File: src/rtl/remote_comm.sv
// Host-side UART endpoint: sends a 16-bit command as two 8N1 bytes (high byte
// first) and receives single-byte responses from the robot.
module remote_comm #(
  parameter int unsigned BAUD_DIV = 5208
) (
  input  logic        clk,
  input  logic        rst_n,
  input  logic        snd_cmd,
  input  logic [15:0] cmd,
  output logic        cmd_snt,
  output logic        busy,
  output logic        TX,
  input  logic        RX,
  output logic [7:0]  resp,
  output logic        resp_rdy,
  input  logic        clr_resp_rdy
);

  localparam int unsigned CW = $clog2(BAUD_DIV + 1);
  localparam logic [CW-1:0] BAUD_LAST = CW'(BAUD_DIV - 1);
  localparam logic [CW-1:0] BAUD_FULL = CW'(BAUD_DIV);
  localparam logic [CW-1:0] BAUD_HALF = CW'(BAUD_DIV / 2);
  localparam logic [CW-1:0] BAUD_ONE  = CW'(1);

  typedef enum logic [1:0] {TX_IDLE, TX_HIGH, TX_LOW} tx_state_t;
  typedef enum logic [1:0] {RX_IDLE, RX_START, RX_DATA, RX_STOP} rx_state_t;

  tx_state_t     tx_state, tx_next;
  logic [CW-1:0] tx_baud;
  logic [3:0]    tx_bit;
  logic [7:0]    tx_shift, tx_hold;
  logic          tx_accept, tx_bit_end, tx_frame_end;

  // cmd_snt gates acceptance so a request landing on the done pulse is dropped
  assign tx_accept    = (tx_state == TX_IDLE) && snd_cmd && !cmd_snt;
  assign tx_bit_end   = (tx_state != TX_IDLE) && (tx_baud == BAUD_LAST);
  assign tx_frame_end = tx_bit_end && (tx_bit == 4'd9);

  always_comb begin
    tx_next = tx_state;
    case (tx_state)
      TX_IDLE: if (tx_accept)    tx_next = TX_HIGH;
      TX_HIGH: if (tx_frame_end) tx_next = TX_LOW;
      TX_LOW:  if (tx_frame_end) tx_next = TX_IDLE;
      default:                   tx_next = TX_IDLE;
    endcase
  end

  always_ff @(posedge clk or negedge rst_n) begin
    if (!rst_n) tx_state <= TX_IDLE;
    else        tx_state <= tx_next;
  end

  // tx_bit: 0 = start, 1..8 = data, 9 = stop
  always_ff @(posedge clk or negedge rst_n) begin
    if (!rst_n) begin
      tx_baud  <= '0;
      tx_bit   <= '0;
      tx_shift <= '0;
      tx_hold  <= '0;
      TX       <= 1'b1;
      busy     <= 1'b0;
      cmd_snt  <= 1'b0;
    end else begin
      cmd_snt <= 1'b0;
      if (tx_accept) begin
        tx_hold  <= cmd[7:0];
        tx_shift <= cmd[15:8];
        TX       <= 1'b0;
        busy     <= 1'b1;
        tx_baud  <= '0;
        tx_bit   <= '0;
      end else if (tx_bit_end) begin
        tx_baud <= '0;
        if (tx_frame_end) begin
          tx_bit <= '0;
          if (tx_state == TX_HIGH) begin
            tx_shift <= tx_hold;
            TX       <= 1'b0;
          end else begin
            TX      <= 1'b1;
            busy    <= 1'b0;
            cmd_snt <= 1'b1;
          end
        end else begin
          tx_bit <= tx_bit + 4'd1;
          if (tx_bit == 4'd8) begin
            TX <= 1'b1;
          end else begin
            TX       <= tx_shift[0];
            tx_shift <= {1'b0, tx_shift[7:1]};
          end
        end
      end else if (tx_state != TX_IDLE) begin
        tx_baud <= tx_baud + BAUD_ONE;
      end
    end
  end

  rx_state_t     rx_state, rx_next;
  logic          rx_ff1, rx_ff2, rx_prev;
  logic [CW-1:0] rx_baud;
  logic [3:0]    rx_bit;
  logic [7:0]    rx_shift;
  logic          rx_fall, rx_expire, rx_good;

  assign rx_fall   = rx_prev && !rx_ff2;
  assign rx_expire = (rx_state != RX_IDLE) && (rx_baud == BAUD_ONE);
  assign rx_good   = (rx_state == RX_STOP) && rx_expire && rx_ff2;

  always_comb begin
    rx_next = rx_state;
    case (rx_state)
      RX_IDLE:  if (rx_fall)   rx_next = RX_START;
      RX_START: if (rx_expire) rx_next = rx_ff2 ? RX_IDLE : RX_DATA;
      RX_DATA:  if (rx_expire && rx_bit == 4'd7) rx_next = RX_STOP;
      RX_STOP:  if (rx_expire) rx_next = RX_IDLE;
      default:                 rx_next = RX_IDLE;
    endcase
  end

  always_ff @(posedge clk or negedge rst_n) begin
    if (!rst_n) rx_state <= RX_IDLE;
    else        rx_state <= rx_next;
  end

  always_ff @(posedge clk or negedge rst_n) begin
    if (!rst_n) begin
      rx_ff1   <= 1'b1;
      rx_ff2   <= 1'b1;
      rx_prev  <= 1'b1;
      rx_baud  <= '0;
      rx_bit   <= '0;
      rx_shift <= '0;
      resp     <= 8'h00;
      resp_rdy <= 1'b0;
    end else begin
      rx_ff1  <= RX;
      rx_ff2  <= rx_ff1;
      rx_prev <= rx_ff2;
      if (rx_state == RX_IDLE && rx_fall) begin
        rx_baud <= BAUD_HALF;
      end else if (rx_expire) begin
        rx_baud <= BAUD_FULL;
        if (rx_state == RX_START) begin
          rx_bit <= '0;
        end else if (rx_state == RX_DATA) begin
          rx_shift <= {rx_ff2, rx_shift[7:1]};
          rx_bit   <= rx_bit + 4'd1;
        end
      end else if (rx_state != RX_IDLE) begin
        rx_baud <= rx_baud - BAUD_ONE;
      end
      // a good stop bit takes priority over any clear in the same cycle
      if (rx_good) begin
        resp     <= rx_shift;
        resp_rdy <= 1'b1;
      end else if (clr_resp_rdy || tx_accept) begin
        resp_rdy <= 1'b0;
      end
    end
  end

endmodule
File: config.mk
export PLATFORM = sky130hd
export DESIGN_NAME = remote_comm
export DESIGN_NICKNAME = d
export VERILOG_FILES = /design/src/rtl/remote_comm.sv
export SDC_FILE = /design/constraint.sdc
export NUM_CORES = 1
export LEC_CHECK = 0
export BUFFER_PORTS_ARGS = -buffer_cell sky130_fd_sc_hd__buf_2
export CAP_MARGIN = 20
export CORE_MARGIN = 4
export CORE_UTILIZATION = 60
export CTS_BUF_LIST = sky130_fd_sc_hd__clkbuf_16
export DETAILED_ROUTE_END_ITERATION = 10
export PLACE_DENSITY = 0.8
export REMOVE_ABC_BUFFERS = 1
export SKIP_LAST_GASP = 1
export SLEW_MARGIN = 25
export SYNTH_ARGS = -nofsm -noshare
export SYNTH_HDL_FRONTEND = slang
export SYNTH_SLANG_ARGS = --single-unit
File: constraint.sdc
create_clock -name clk -period 2.6 [get_ports clk]
set_input_delay 0.13 -clock clk [delete_from_list [all_inputs] [get_ports clk]]
set_output_delay 0.13 -clock clk [all_outputs]
set_load 0.005 [all_outputs]
==> metrics.md <==
| Metric | Value |
|---|---|
| Crit path depth | `6` |
| Worst Setup Start Kind | `register` |
| Die W | `88.9 µm` |
| Cell row count | `29` |
| Final Wtd Congestion | `0.829` |
| CTS tree | `done` |
| Total leakage power | `2.13 nW` |
| Number of buffers created by CTS | `9` |
| Internal power | `2.46 mW` |
| Antenna-violating nets left | `0` |
| Max-slew violations | `0` |
| Top delay family on crit path | `simple AND/OR/NAND/NOR gates` |
| Clock H-tree levels | `3` |
| Tightest Pin Transition | `601 ps` |
| Share of cells above drive strength 1 | `22.4%` |
| Via count | `3153` |
| Fin Setup TNS | `0 ps` |
| Rel. slew slack | `59.9%` |
| Post-CTS sizing | `0` |
| Number of max-cap violations | `0` |
| Achievable frequency | `414 MHz` |
| CP max stage delay | `510 ps` |
| Grt ovf | `0` |
| Fillers | `448` |
| Post-synth EDFFs | `0` |
| Critical path's slowest cell | `or4b_4` |
| Port Buf Inserts | `32` |
| Final period util | `92.9%` |
| Fin util | `73.0%` |
| Core area | `0.00635 mm²` |
| Sw frac | `34.3%` |
| Final Total Pwr | `3.74 mW` |
| Clk_lat worst skew | `340 ps` |
| Comb pwr share | `24.4%` |
| CP max FO | `9` |
| RSZ-0062 raised after global routing | `false` |
| Worst R2R Path Depth | `6` |
| Vias per std cell | `6.02` |
| Outcome | `completed` |
| Switching Power | `1.28 mW` |
| Ys flop type | `dfrtp_1` |
| Setup Crit Path Kind | `register to register` |
| Seq pwr share | `42.4%` |
| CP bufs+invs | `1` |
| Hold EP | `tx_shift[4]` |
| Diodes inserted | `0` |
| DRT Wirelength | `8330 µm` |
| Pre-antenna DRT Iters | `4` |
| Worst hold stages | `3` |
| Worst Skew | `12.2 ps` |
| Final hold vios | `0` |
| HP Class | `primary input to register` |
| Clk buf depth | `2` |
| Leading area contributor after synthesis | `dfrtp_1` |
| Cells along the critical path | `inv_1, ha_1, or4b_4, nor4_4, and3_1, mux2_2` |
| DRT iter0 DRCs | `223` |
| Area share of the largest cell type after synthesis | `46.5%` |
| Critical Path AT | `2640 ps` |
| Setup Slack @ Placement | `163 ps` |
| Final net count | `474` |
| Die area | `0.00790 mm²` |
| R2R Path End | `resp[3]` |
| Power share of the clock group | `33.3%` |
| Cells after Synth | `391` |
| Register area share after synthesis | `49.2%` |
| Chip height | `88.9 µm` |
| CTS root buf | `clkbuf_16` |
| Worst Setup End Kind | `register` |
| Peak VDD IR | `0.612 mV` |
| Setup ws final | `183 ps` |
| Clock transition at the registers of the reported paths | `70 ps` |
| Post-detail-place hpwl | `5290 µm` |
| Async set-reset flop share out of synthesis | `100%` |
| I/O Pins | `33` |
| Largest net degree at the start of global routing | `78` |
| Synth warn | `0` |
| HP Start | `cmd[12]` |
| R2r setup slk | `180 ps` |
| Clock sinks | `77` |
| Synth Register Bits | `77` |
| Yosys cell types | `59` |
| Reg2reg start | `rx_baud[1]` |
| Req. time, crit path | `2820 ps` |
| DRC violations left | `0` |
| Final setup fails | `0` |
| PwrDens | `806 mW/mm²` |
| Mapped Area | `0.00393 mm²` |
| First-pass GRT wire length | `14300 µm` |
| Initial antenna violation count | `0` |
| WL/cell | `15.9 µm` |
| Initial Util | `61.8%` |
| Tot GR Track Use | `23.1%` |
| Area Growth Syn to Fin | `18.2%` |
| Post-CTS setup buffers | `0` |
| Mapped Avg Cell Area | `10.0 µm²` |
| Fin crit period | `2420 ps` |
| Vias in the first global route | `3086` |
| Synth top area cells | `dfrtp_1 47%, mux2_2 7.2%, nand2_1 5.2%` |
## power by group through the flow
| stage | clock network [mW] | registers (mW) | logic, mW |
|---|---|---|---|
| floorplan | 0 | 1.55 | 0.664 |
| global placement | 0 | 1.58 | 0.852 |
| detailed placement | 0 | 1.60 | 0.882 |
| CTS | 1.25 | 1.58 | 0.905 |
| global route | 1.31 | 1.62 | 1.05 |
| finish | 1.24 | 1.58 | 0.911 |
## synthesized netlist by cell type, types with 2 or more instances
master / number
a211oi_1: 6
a21o_1: 2
a21oi_1: 20
a221o_1: 2
a31o_2: 2
a31oi_1: 5
and2_1: 2
buf_2: 2
clkbuf_1: 12
dfrtp_1: 73
dfstp_2: 4
ha_1: 11
inv_1: 15
mux2_2: 25
mux2i_1: 3
nand2_1: 54
nand2b_1: 4
nand3_1: 10
nand3b_1: 4
nand4_1: 4
nor2_1: 22
nor2b_1: 5
nor3_1: 14
nor3b_1: 2
nor4_1: 8
nor4_4: 2
nor4b_1: 2
o211ai_1: 2
o21a_1: 2
o21ai_0: 24
o22a_1: 2
o31ai_1: 8
or3_1: 5
or4_1: 2
xnor2_1: 5
xor2_1: 3
## flip-flops by register name, indices dropped and copies added (netlist names), 2 cells and up, named ones only
name,flops
resp,8
rx_baud,13
rx_bit,4
rx_shift,8
tx_baud,13
tx_bit,4
tx_hold,8
tx_shift,8
tx_state,2
## stage by stage
step / hold WS (ps) / area (µm²) / cells
after floorplan: -166 / 3850 / 375
after global placement: 236 / 4200 / 495
after detailed placement: 236 / 4200 / 495
after CTS: 1.30 / 4610 / 523
after global routing: 21.8 / 4640 / 524
final: 2.82 / 4640 / 524
## cell type report
cell class	instances	area, µm²	area share, %
Clock buffer	9	225	4.86
Clock inverter	7	66.3	1.43
Inverter	15	56.3	1.21
Multi-Input combinational cell	283	1870	40.3
Sequential cell	77	1930	41.7
Tap cell	77	96.3	2.08
Timing Repair Buffer	56	393	8.47
## metal layers
metal	share of wire (%)	GRT usage (%)	up-vias	wire length, µm
li1	-	-	1517	-
met1	44	29.7	1551	3630
met2	51	38.7	70	4270
met3	3.1	3.91	15	258
met4	2.1	10.0	0	177
met5	0	0	-	0
## logic make-up (layout without fill, tap and decap cells)
logic type,Yosys count,count (layout),share of synthesized area (%)
AND/OR/NAND/NOR,150,150,20.3
AO/OA/AOI/OAI,86,86,14.1
flip-flops,77,77,49.2
buffers and inverters,31,87,3.22
multiplexers,28,28,7.94
adder cells (fa/ha/maj),11,11,3.51
XOR/XNOR,8,8,1.79
## how the worst max path moves through the flow
stage / startpoint / end / slack (ps)
finish: rx_baud[1] / resp[3] / 180
global route: rx_baud[1] / resp[3] / 80
CTS: rx_baud[1] / resp[0] / 160
detailed placement: rx_baud[1] / resp[0] / 160
global placement: rx_baud[1] / resp[6] / 250
floorplan: rx_baud[1] / resp[0] / 320
## worst min-delay path: stages
cell and delay, ps:
buf_2 70, nand2_1 40, o31ai_1 60
## layout by cell type (no fill, tap or decap), types with 3 or more instances in the layout
| cell type | instances |
|---|---|
| nor2b_1 | 5 |
| dfstp_2 | 4 |
| inv_6 | 5 |
| nand3_1 | 10 |
| a211oi_1 | 6 |
| xor2_1 | 3 |
| buf_4 | 12 |
| ha_1 | 11 |
| dfrtp_1 | 73 |
| nor3_1 | 14 |
| a21oi_1 | 20 |
| nand2_1 | 54 |
| buf_2 | 31 |
| nand2b_1 | 4 |
| nand3b_1 | 4 |
| xnor2_1 | 5 |
| or3_1 | 5 |
| a31oi_1 | 5 |
| nand4_1 | 4 |
| o31ai_1 | 8 |
| nor4_1 | 8 |
| mux2i_1 | 3 |
| inv_1 | 15 |
| clkbuf_16 | 9 |
| nor2_1 | 21 |
| dlygate4sd3_1 | 12 |
| o21ai_0 | 24 |
| mux2_2 | 25 |
## what timing repair did
item,4_1_cts,5_1_grt
endpoints found under the hold margin,84,0
setup endpoints to repair,0,0
hold buffers,12,0
No activity file was read; power rests on OpenSTA's default activity.
